<file path="src/rtl/hy_cnt_arb_if.sv">
// Bus bundle between timer clients and the shared count scheduler.
// The master side (clients/bench) drives requests and delay values; the
// slave side (scheduler) returns grant, completion and counter status.
interface hy_cnt_arb_if #(
  parameter int N_REQ   = 4,
  parameter int C_WIDTH = 32,
  parameter int ID_W    = 2
) ();

  logic [N_REQ-1:0]         req;
  logic [N_REQ*C_WIDTH-1:0] load_val;
  logic [N_REQ-1:0]         gnt;
  logic [N_REQ-1:0]         done;
  logic                     busy;
  logic [ID_W-1:0]          cur_id;
  logic [C_WIDTH-1:0]       cnt_out;

  modport master (
    output req,
    output load_val,
    input  gnt,
    input  done,
    input  busy,
    input  cur_id,
    input  cnt_out
  );

  modport slave (
    input  req,
    input  load_val,
    output gnt,
    output done,
    output busy,
    output cur_id,
    output cnt_out
  );

endinterface

</file>
<file path="src/rtl/hy_cnt_arb.sv">
// Round-robin scheduler sharing one reloadable down counter among N_REQ
// requesters. The owner's delay is loaded at the grant edge, counted down
// to zero, and a one-cycle done pulse returns to the owner.
//
// state | meaning
// ------+-------------------------------------------------------------
// IDLE  | counter free; arbitrate among set req bits starting at ptr
// COUNT | counter owned by cur_id; decrement until zero or owner aborts
// DONE  | done pulse is visible this cycle; no arbitration
module hy_cnt_arb #(
  parameter int C_WIDTH = 32,
  parameter int N_REQ   = 4,
  parameter int ID_W    = 2
) (
  input  logic         clk,
  input  logic         rst_n,
  hy_cnt_arb_if.slave  bus
);

  typedef enum logic [1:0] {
    IDLE  = 2'd0,
    COUNT = 2'd1,
    DONE  = 2'd2
  } state_t;

  state_t             state_q, state_d;
  logic [C_WIDTH-1:0] cnt_q, cnt_d;
  logic [N_REQ-1:0]   gnt_q, gnt_d;
  logic [N_REQ-1:0]   done_q, done_d;
  logic               busy_q, busy_d;
  logic [ID_W-1:0]    id_q, id_d;
  logic [ID_W-1:0]    ptr_q, ptr_d;

  logic               win_found;
  logic [ID_W-1:0]    win_id;
  logic [31:0]        scan_idx;
  logic [ID_W-1:0]    scan_id;
  logic [N_REQ-1:0]   win_onehot;
  logic [N_REQ-1:0]   owner_onehot;
  logic [C_WIDTH-1:0] win_load;
  logic               owner_req;
  logic [ID_W-1:0]    id_next;

  // Round-robin pick: first set req bit scanning ptr, ptr+1, ... with wrap.
  always_comb begin
    win_found = 1'b0;
    win_id    = '0;
    scan_idx  = '0;
    scan_id   = '0;
    for (int i = 0; i < N_REQ; i++) begin
      scan_idx = (32'(ptr_q) + 32'(i)) % 32'(N_REQ);
      scan_id  = scan_idx[ID_W-1:0];
      if (!win_found && bus.req[scan_id]) begin
        win_found = 1'b1;
        win_id    = scan_id;
      end
    end
  end

  // One-hot decodes, winner's delay value and the owner's successor index.
  always_comb begin
    win_onehot           = '0;
    win_onehot[win_id]   = 1'b1;
    owner_onehot         = '0;
    owner_onehot[id_q]   = 1'b1;
    win_load             = bus.load_val[32'(win_id)*C_WIDTH +: C_WIDTH];
    owner_req            = bus.req[id_q];
    id_next              = (id_q == ID_W'(N_REQ-1)) ? '0 : id_q + ID_W'(1);
  end

  // Next-state and registered-output computation.
  always_comb begin
    state_d = state_q;
    cnt_d   = cnt_q;
    gnt_d   = gnt_q;
    done_d  = '0;
    busy_d  = busy_q;
    id_d    = id_q;
    ptr_d   = ptr_q;
    case (state_q)
      IDLE: begin
        if (win_found) begin
          cnt_d   = win_load;
          gnt_d   = win_onehot;
          id_d    = win_id;
          busy_d  = 1'b1;
          state_d = COUNT;
        end
      end
      COUNT: begin
        // Abort takes priority over reaching zero; the count is frozen.
        if (!owner_req) begin
          gnt_d   = '0;
          busy_d  = 1'b0;
          ptr_d   = id_next;
          state_d = IDLE;
        end else if (cnt_q == '0) begin
          done_d  = owner_onehot;
          gnt_d   = '0;
          ptr_d   = id_next;
          state_d = DONE;
        end else begin
          cnt_d = cnt_q - C_WIDTH'(1);
        end
      end
      DONE: begin
        busy_d  = 1'b0;
        state_d = IDLE;
      end
      default: begin
        gnt_d   = '0;
        busy_d  = 1'b0;
        state_d = IDLE;
      end
    endcase
  end

  // State and output registers with asynchronous active-low reset.
  always_ff @(posedge clk or negedge rst_n) begin
    if (!rst_n) begin
      state_q <= IDLE;
      cnt_q   <= '0;
      gnt_q   <= '0;
      done_q  <= '0;
      busy_q  <= 1'b0;
      id_q    <= '0;
      ptr_q   <= '0;
    end else begin
      state_q <= state_d;
      cnt_q   <= cnt_d;
      gnt_q   <= gnt_d;
      done_q  <= done_d;
      busy_q  <= busy_d;
      id_q    <= id_d;
      ptr_q   <= ptr_d;
    end
  end

  assign bus.gnt     = gnt_q;
  assign bus.done    = done_q;
  assign bus.busy    = busy_q;
  assign bus.cur_id  = id_q;
  assign bus.cnt_out = cnt_q;

endmodule

</file>
<file path="src/flat_wrapper.sv">
// flat-port wrapper written by rule: the top's interface ports become plain ports
module hy_cnt_arb_flat 
#(
  parameter int C_WIDTH = 32,
  parameter int N_REQ   = 4,
  parameter int ID_W    = 2
)
  (clk, rst_n, bus_req, bus_load_val, bus_gnt, bus_done, bus_busy, bus_cur_id, bus_cnt_out);
  hy_cnt_arb_if #(.N_REQ(N_REQ), .C_WIDTH(C_WIDTH), .ID_W(ID_W)) bus_i ();
  input  logic clk;
  input  logic rst_n;
  input wire logic [$bits(bus_i.req)-1:0] bus_req;
  input wire logic [$bits(bus_i.load_val)-1:0] bus_load_val;
  output wire logic [$bits(bus_i.gnt)-1:0] bus_gnt;
  output wire logic [$bits(bus_i.done)-1:0] bus_done;
  output wire logic [$bits(bus_i.busy)-1:0] bus_busy;
  output wire logic [$bits(bus_i.cur_id)-1:0] bus_cur_id;
  output wire logic [$bits(bus_i.cnt_out)-1:0] bus_cnt_out;
  assign bus_i.req = bus_req;
  assign bus_i.load_val = bus_load_val;
  assign bus_gnt = bus_i.gnt;
  assign bus_done = bus_i.done;
  assign bus_busy = bus_i.busy;
  assign bus_cur_id = bus_i.cur_id;
  assign bus_cnt_out = bus_i.cnt_out;
  hy_cnt_arb #(.C_WIDTH(C_WIDTH), .N_REQ(N_REQ), .ID_W(ID_W)) u_core (.clk(clk), .rst_n(rst_n), .bus(bus_i));
endmodule
</file>
<file path="config.mk">
export PLATFORM = sky130hd
export DESIGN_NAME = hy_cnt_arb_flat
export DESIGN_NICKNAME = d
export VERILOG_FILES = /design/src/rtl/hy_cnt_arb_if.sv /design/src/rtl/hy_cnt_arb.sv /design/src/flat_wrapper.sv
export SDC_FILE = /design/constraint.sdc
export NUM_CORES = 1
export LEC_CHECK = 0
export ABC_AREA = 1
export CORE_ASPECT_RATIO = 0.6
export CORE_MARGIN = 2
export CORE_UTILIZATION = 30
export DETAILED_ROUTE_END_ITERATION = 6
export SLEW_MARGIN = 20
export SYNTH_ARGS = -nofsm -noshare
export SYNTH_HDL_FRONTEND = slang
export SYNTH_SLANG_ARGS = --single-unit
export TNS_END_PERCENT = 30
</file>
<file path="constraint.sdc">
create_clock -name clk -period 3.11 [get_ports clk]
set_input_delay 0.4665 -clock clk [delete_from_list [all_inputs] [get_ports clk]]
set_output_delay 0.4665 -clock clk [all_outputs]
set_load 0.02 [all_outputs]
</file>
Word level (Yosys, flattened, before mapping) --
Cells that the tools add are included.
Storage, ports and cells: flip-flop bits (word level) 47, input bits 134, output and inout port bits 43, logic and storage cells 91
Cells by class: add/sub/neg operators 5, magnitude comparators 8, equality and inequality tests 9, shift-type cells 1, mux-type cells 43, bitwise logic cells 1, reductions and logical operators 17
Operators by type and width (count):
- 128-bit by 8-bit variable part select with 32-bit output | 1
- 32-bit two-way mux | 3
- 32-bit one-hot mux with 2 select lines | 1
- 32-bit zero test | 1
- 32-bit by 1-bit subtractor with 32-bit output (second input constant) | 1
- 4-bit two-way mux | 6
- 2-bit two-way mux | 10
- 2-bit by 3-bit less-than comparator with 1-bit output (second input constant) | 6
- 1-bit two-way mux | 13
- 4-bit one-hot mux with 3 select lines | 1
- 1-bit binary-select mux with 2-bit select | 5
- 2-bit AND reduction | 4
- 2-bit inequality test (second input constant) | 3
- 1-bit logical AND | 5
- 2-bit by 1-bit adder with 2-bit output (second input constant) | 2
- 2-bit adder (second input constant) | 2
- 1-bit demux with 2-bit select | 2
- 2-bit equality test (second input constant) | 2
- 2-bit by 1-bit greater-or-equal comparator with 1-bit output (second input constant) | 2
- 2-bit by 1-bit inequality test with 1-bit output (second input constant) | 2
- 2-bit one-hot mux with 2 select lines | 1
- 4-bit AND reduction | 1
- 1-bit zero test | 3
- 3-bit inequality test (second input constant) | 1
- other kinds (6) | 6

Longest topological paths before layout --
word-level depth 18, gate-level depth with buffers 17, mapped depth without buffers 16

Worst setup path before layout --
OpenSTA, ideal clock, no wires.
kind flip-flop to flip-flop, start point register u_core.cnt_q[0], in the netlist u_core.bus.cnt_out[0], end point register u_core.cnt_q[30], in the netlist u_core.bus.cnt_out[30], setup time 77 ps, data arrival time 1853 ps, data required time 3033 ps, slack 1180 ps, stages on the path, launching flop included 12, buffers on the path 0, period minus slack after synthesis 1930 ps, cells stage by stage dfrtp_1 -> inv_1 -> ha_1 -> nand3_1 -> nor2_1 -> nand2_1 -> inv_1 -> nand4_1 -> xor2_1 -> o21ai_0 -> inv_1 -> a21oi_1
On the way: longest elaborated chain between the ends 4, elaborated cells on any way between the ends 7, those cells by class 1 x add/sub; 1 x eq/ne; 3 x mux; 2 x reduce/logical
RTL lines:
- start: declaration | RTL line hy_cnt_arb.sv:27 | logic [C_WIDTH-1:0] cnt_q, cnt_d;
- start signal: assignment | RTL line hy_cnt_arb.sv:130 | cnt_q <= cnt_d;
- 32-bit by 1-bit subtractor with 32-bit output | RTL line hy_cnt_arb.sv:103 | cnt_d = cnt_q - C_WIDTH'(1);
- 32-bit two-way mux | RTL line hy_cnt_arb.sv:97 | end else if (cnt_q == '0) begin
- 32-bit two-way mux | RTL line hy_cnt_arb.sv:92 | if (!owner_req) begin
- 32-bit one-hot mux with 2 select lines | RTL line hy_cnt_arb.sv:80 | case (state_q)
Parallel ways exist; a longest one is shown, timed or not. The select of a mux whose other input is x is not followed. A chain may end at the register's enable or synchronous reset.

Worst setup path in the final report --
start point register u_core.ptr_q[0], end point register u_core.cnt_q[17], in the netlist u_core.bus.cnt_out[17]
On the way: longest elaborated chain between the ends 15, elaborated cells on any way between the ends 30, those cells by class 3 x add/sub; 1 x eq/ne; 1 x shift; 18 x mux; 7 x reduce/logical
RTL lines:
- start: declaration | RTL line hy_cnt_arb.sv:32 | logic [ID_W-1:0] ptr_q, ptr_d;
- start signal: assignment | RTL line hy_cnt_arb.sv:135 | ptr_q <= ptr_d;
- branches (longest 15 deep; another with 2-bit by 1-bit adder with 2-bit output)
Parallel ways; which one is timed is not known. The select of a mux whose other input is x is not followed.

==> out/qor.yml <==
hold_buffers: 0
dr.pass1.iters: 5
reg2reg_slack_ns: 0.57
ctsResizeCount: 0
port_buffers: 176
fin_util: 0.4517
ys_seq_area_frac: 0.2592
endpoint_kind: "flip-flop"
routed_wl_microns: 16820
p_per_area_nw_per_um2: 1235
die_x_microns: 162.8
fin_crit_sh: 0.8170
drive_gt1_frac: 0.04244
num_vias: 5493
finalNetCount: 1105
syn_to_final_growth_pct: 45.66
worstPathMaxFanout: 44
avgViaCountPerCell: 4.719
start_util: 0.3101
yosysMostFrequentCell: "nand2_1"
clock_path_buffers: 2
fmax_ghz: 0.3936
synth_nets: 947
peakVddDrop_mv: 0.5662
grtUsageTotal: 0.2086
htree_levels: 2
path_clk_slew_ns: 0.07
status: "finished clean"
synth.avg_cell_area_sq_um: 5.623
post-cts-setup-buffer-count: 0
gp_routability_congestion: 0.8656
crit_required_ns: 3.33
start_kind: "flip-flop"
hpwl_microns: 13070
dp_slack_ns: 0.3468
synth_seq_cells: 47
ant_nets: 0
synth-async-reset-ratio: 1.000
arrival_ns: 2.77
cts_sinks: 47
fin_crit_ns: 2.541
setup_ws_ns: 0.5691
synth_area_leaders: "nand2_1, dfrtp_1, nand3_1, nor2_1, a21oi_1"
hold_viol: 0
num-fill-cells: 1564
grt_pass1_wl_microns: 27120
grt_pass1_vias: 5201
dieArea_sq_um: 16160
grt_start_max_net_pins: 53
placed_area_sq_um: 6437
rsz0062_at_grt: "false"
ys.flop_type: "dfrtp_1"
setup-violations-final: 0
slew_violations: 0
setup-tns-final_ns: 0
worstSetupPathType: "reg2reg"
core_area_sq_um: 14630
grt-ovfl-total: 0
synth.distinct_cells: 31
row_count: 34
drv.max_cap_violation_count: 0
netlist_area_sq_um: 4538
yosys_warnings: 0
numCtsBuffers: 5
antennaDiodeCount: 0
synth_top_area_share: 0.3102
synth_commonest_cells: "nand2_1, nor2_1, nand3_1"
cts_root_buffer: "clkbuf_16"
cts_tree: "done"
power_leakage_nw: 3.261
slew_headroom: 0.6290
io_pins: 177
min-delay-path-class: "in2async"
drc: 0
synth_edf_count: 0
worst_pin_slew_ns: 0.5564
yosys.area.top_type: "nand2_1"
insertion_delay_ns: 0.30
finClkSkew_ns: 0.007979
wire_per_inst_microns: 14.45
antenna_found_initial: 0
drt_iter0_drc: 417
postLayoutCellArea_sq_um: 6610
die_h_microns: 99.27
synth_cells: 807
## sequential cells by signal, indices dropped and copies added, names as in the netlist
name / flops
u_core.bus.cnt_out: 32
u_core.bus.cur_id: 2
u_core.state_q: 2
u_core.bus.busy: 1
u_core.bus.done: 4
u_core.ptr_q: 2
u_core.bus.gnt: 4
## metrics by stage
stage / hold slack [ns] / power, mW / cells
after floorplan: 0.1709 / 5.718 / 807
after global placement: 0.4819 / 7.560 / 1156
after detailed placement: 0.4736 / 7.545 / 1156
after CTS: 0.1547 / 8.222 / 1164
after global routing: 0.1763 / 9.127 / 1164
final: 0.1521 / 8.160 / 1164
## final cells by class
type	instances	area, sq um	share of cell area
Multi-Input combinational cell	663	2908	0.4399
Tap cell	198	247.7	0.03748
Inverter	61	229.0	0.03464
Clock inverter	3	47.55	0.007193
Timing Repair Buffer	187	1877	0.2839
Sequential cell	47	1176	0.1779
Clock buffer	5	125.1	0.01893
## metal layers
metal  up-vias  wire length, microns  GRT usage
met4         0                    44    0.01838
met1      2409                  8395     0.3083
met5         -                     0          0
li1       2856                     -          -
met2       223                  6938     0.3224
met3         5                  1442    0.04587
## logic make-up after synthesis
kind of cell / after synthesis / share of synthesized area
buffers and inverters: 97 / 0.1001
xor gates and xnor gates: 9 / 0.01737
and+or+nand+nor: 570 / 0.5114
adders and majority gates: 6 / 0.01654
DFF: 47 / 0.2592
AOI/OAI and AO/OA: 78 / 0.09540
## worst paths after layout
kind,start,end,cells past startpoint
worst min register to register,u_core.bus.cnt_out[1]$_DFFE_PN0P_,u_core.bus.cnt_out[1]$_DFFE_PN0P_,2
worst max register to register,u_core.ptr_q[0]$_DFFE_PN0P_,u_core.bus.cnt_out[17]$_DFFE_PN0P_,13
worst min-delay path,rst_n,u_core.bus.cnt_out[5]$_DFFE_PN0P_,1
worst max-delay path,u_core.ptr_q[0]$_DFFE_PN0P_,u_core.bus.cnt_out[17]$_DFFE_PN0P_,13
min in group clk,u_core.bus.cnt_out[1]$_DFFE_PN0P_,u_core.bus.cnt_out[1]$_DFFE_PN0P_,2
max in group asynchronous,rst_n,u_core.bus.cnt_out[29]$_DFFE_PN0P_,2
## placed cells by master, fill, tap and decap left out
| cell type | count |
|---|---|
| nand3_2 | 1 |
| or3_1 | 1 |
| clkinv_4 | 1 |
| xor2_1 | 8 |
| inv_1 | 55 |
| buf_12 | 3 |
| o21ai_4 | 1 |
| nor4_1 | 1 |
| nor3_1 | 13 |
| or2_2 | 1 |
| a31oi_1 | 4 |
| bufinv_16 | 1 |
| nand4_1 | 6 |
| nor2_2 | 1 |
| a21oi_2 | 2 |
| o32ai_1 | 4 |
| buf_2 | 1 |
| buf_4 | 8 |
| clkbuf_16 | 5 |
| nor2_1 | 88 |
| ha_1 | 6 |
| a21oi_1 | 48 |
| nand2_4 | 3 |
| o21ai_2 | 1 |
| o21ai_0 | 18 |
| clkdlybuf4s50_1 | 175 |
| inv_2 | 6 |
| nand2_1 | 375 |
| nand2_2 | 4 |
| nand3_1 | 75 |
| xnor2_1 | 1 |
| dfrtp_1 | 47 |
| inv_6 | 1 |
| nor2_4 | 1 |
## where the power goes
group | leakage, nW | switching (mW) | internal, mW | total [mW]
Clock | 0.0844 | 0.257 | 0.384 | 0.641
Sequential | 0.570 | 0.481 | 0.921 | 1.40
Combinational | 2.61 | 3.91 | 2.20 | 6.12
Total | 3.26 | 4.65 | 3.51 | 8.16
## worst max-delay path: stages, from the launching register on
cell     delay (ns)
dfrtp_1        0.58
inv_2          0.16
nand2_1        0.10
nand2_2        0.10
o21ai_2        0.27
nand3_2        0.14
nand2_4        0.09
buf_4          0.39
nand3_1        0.15
nand2_1        0.10
nand2_1        0.07
nand2_1        0.08
nand2_1        0.06
a21oi_1        0.13
(Power assumes the default switching activity.)
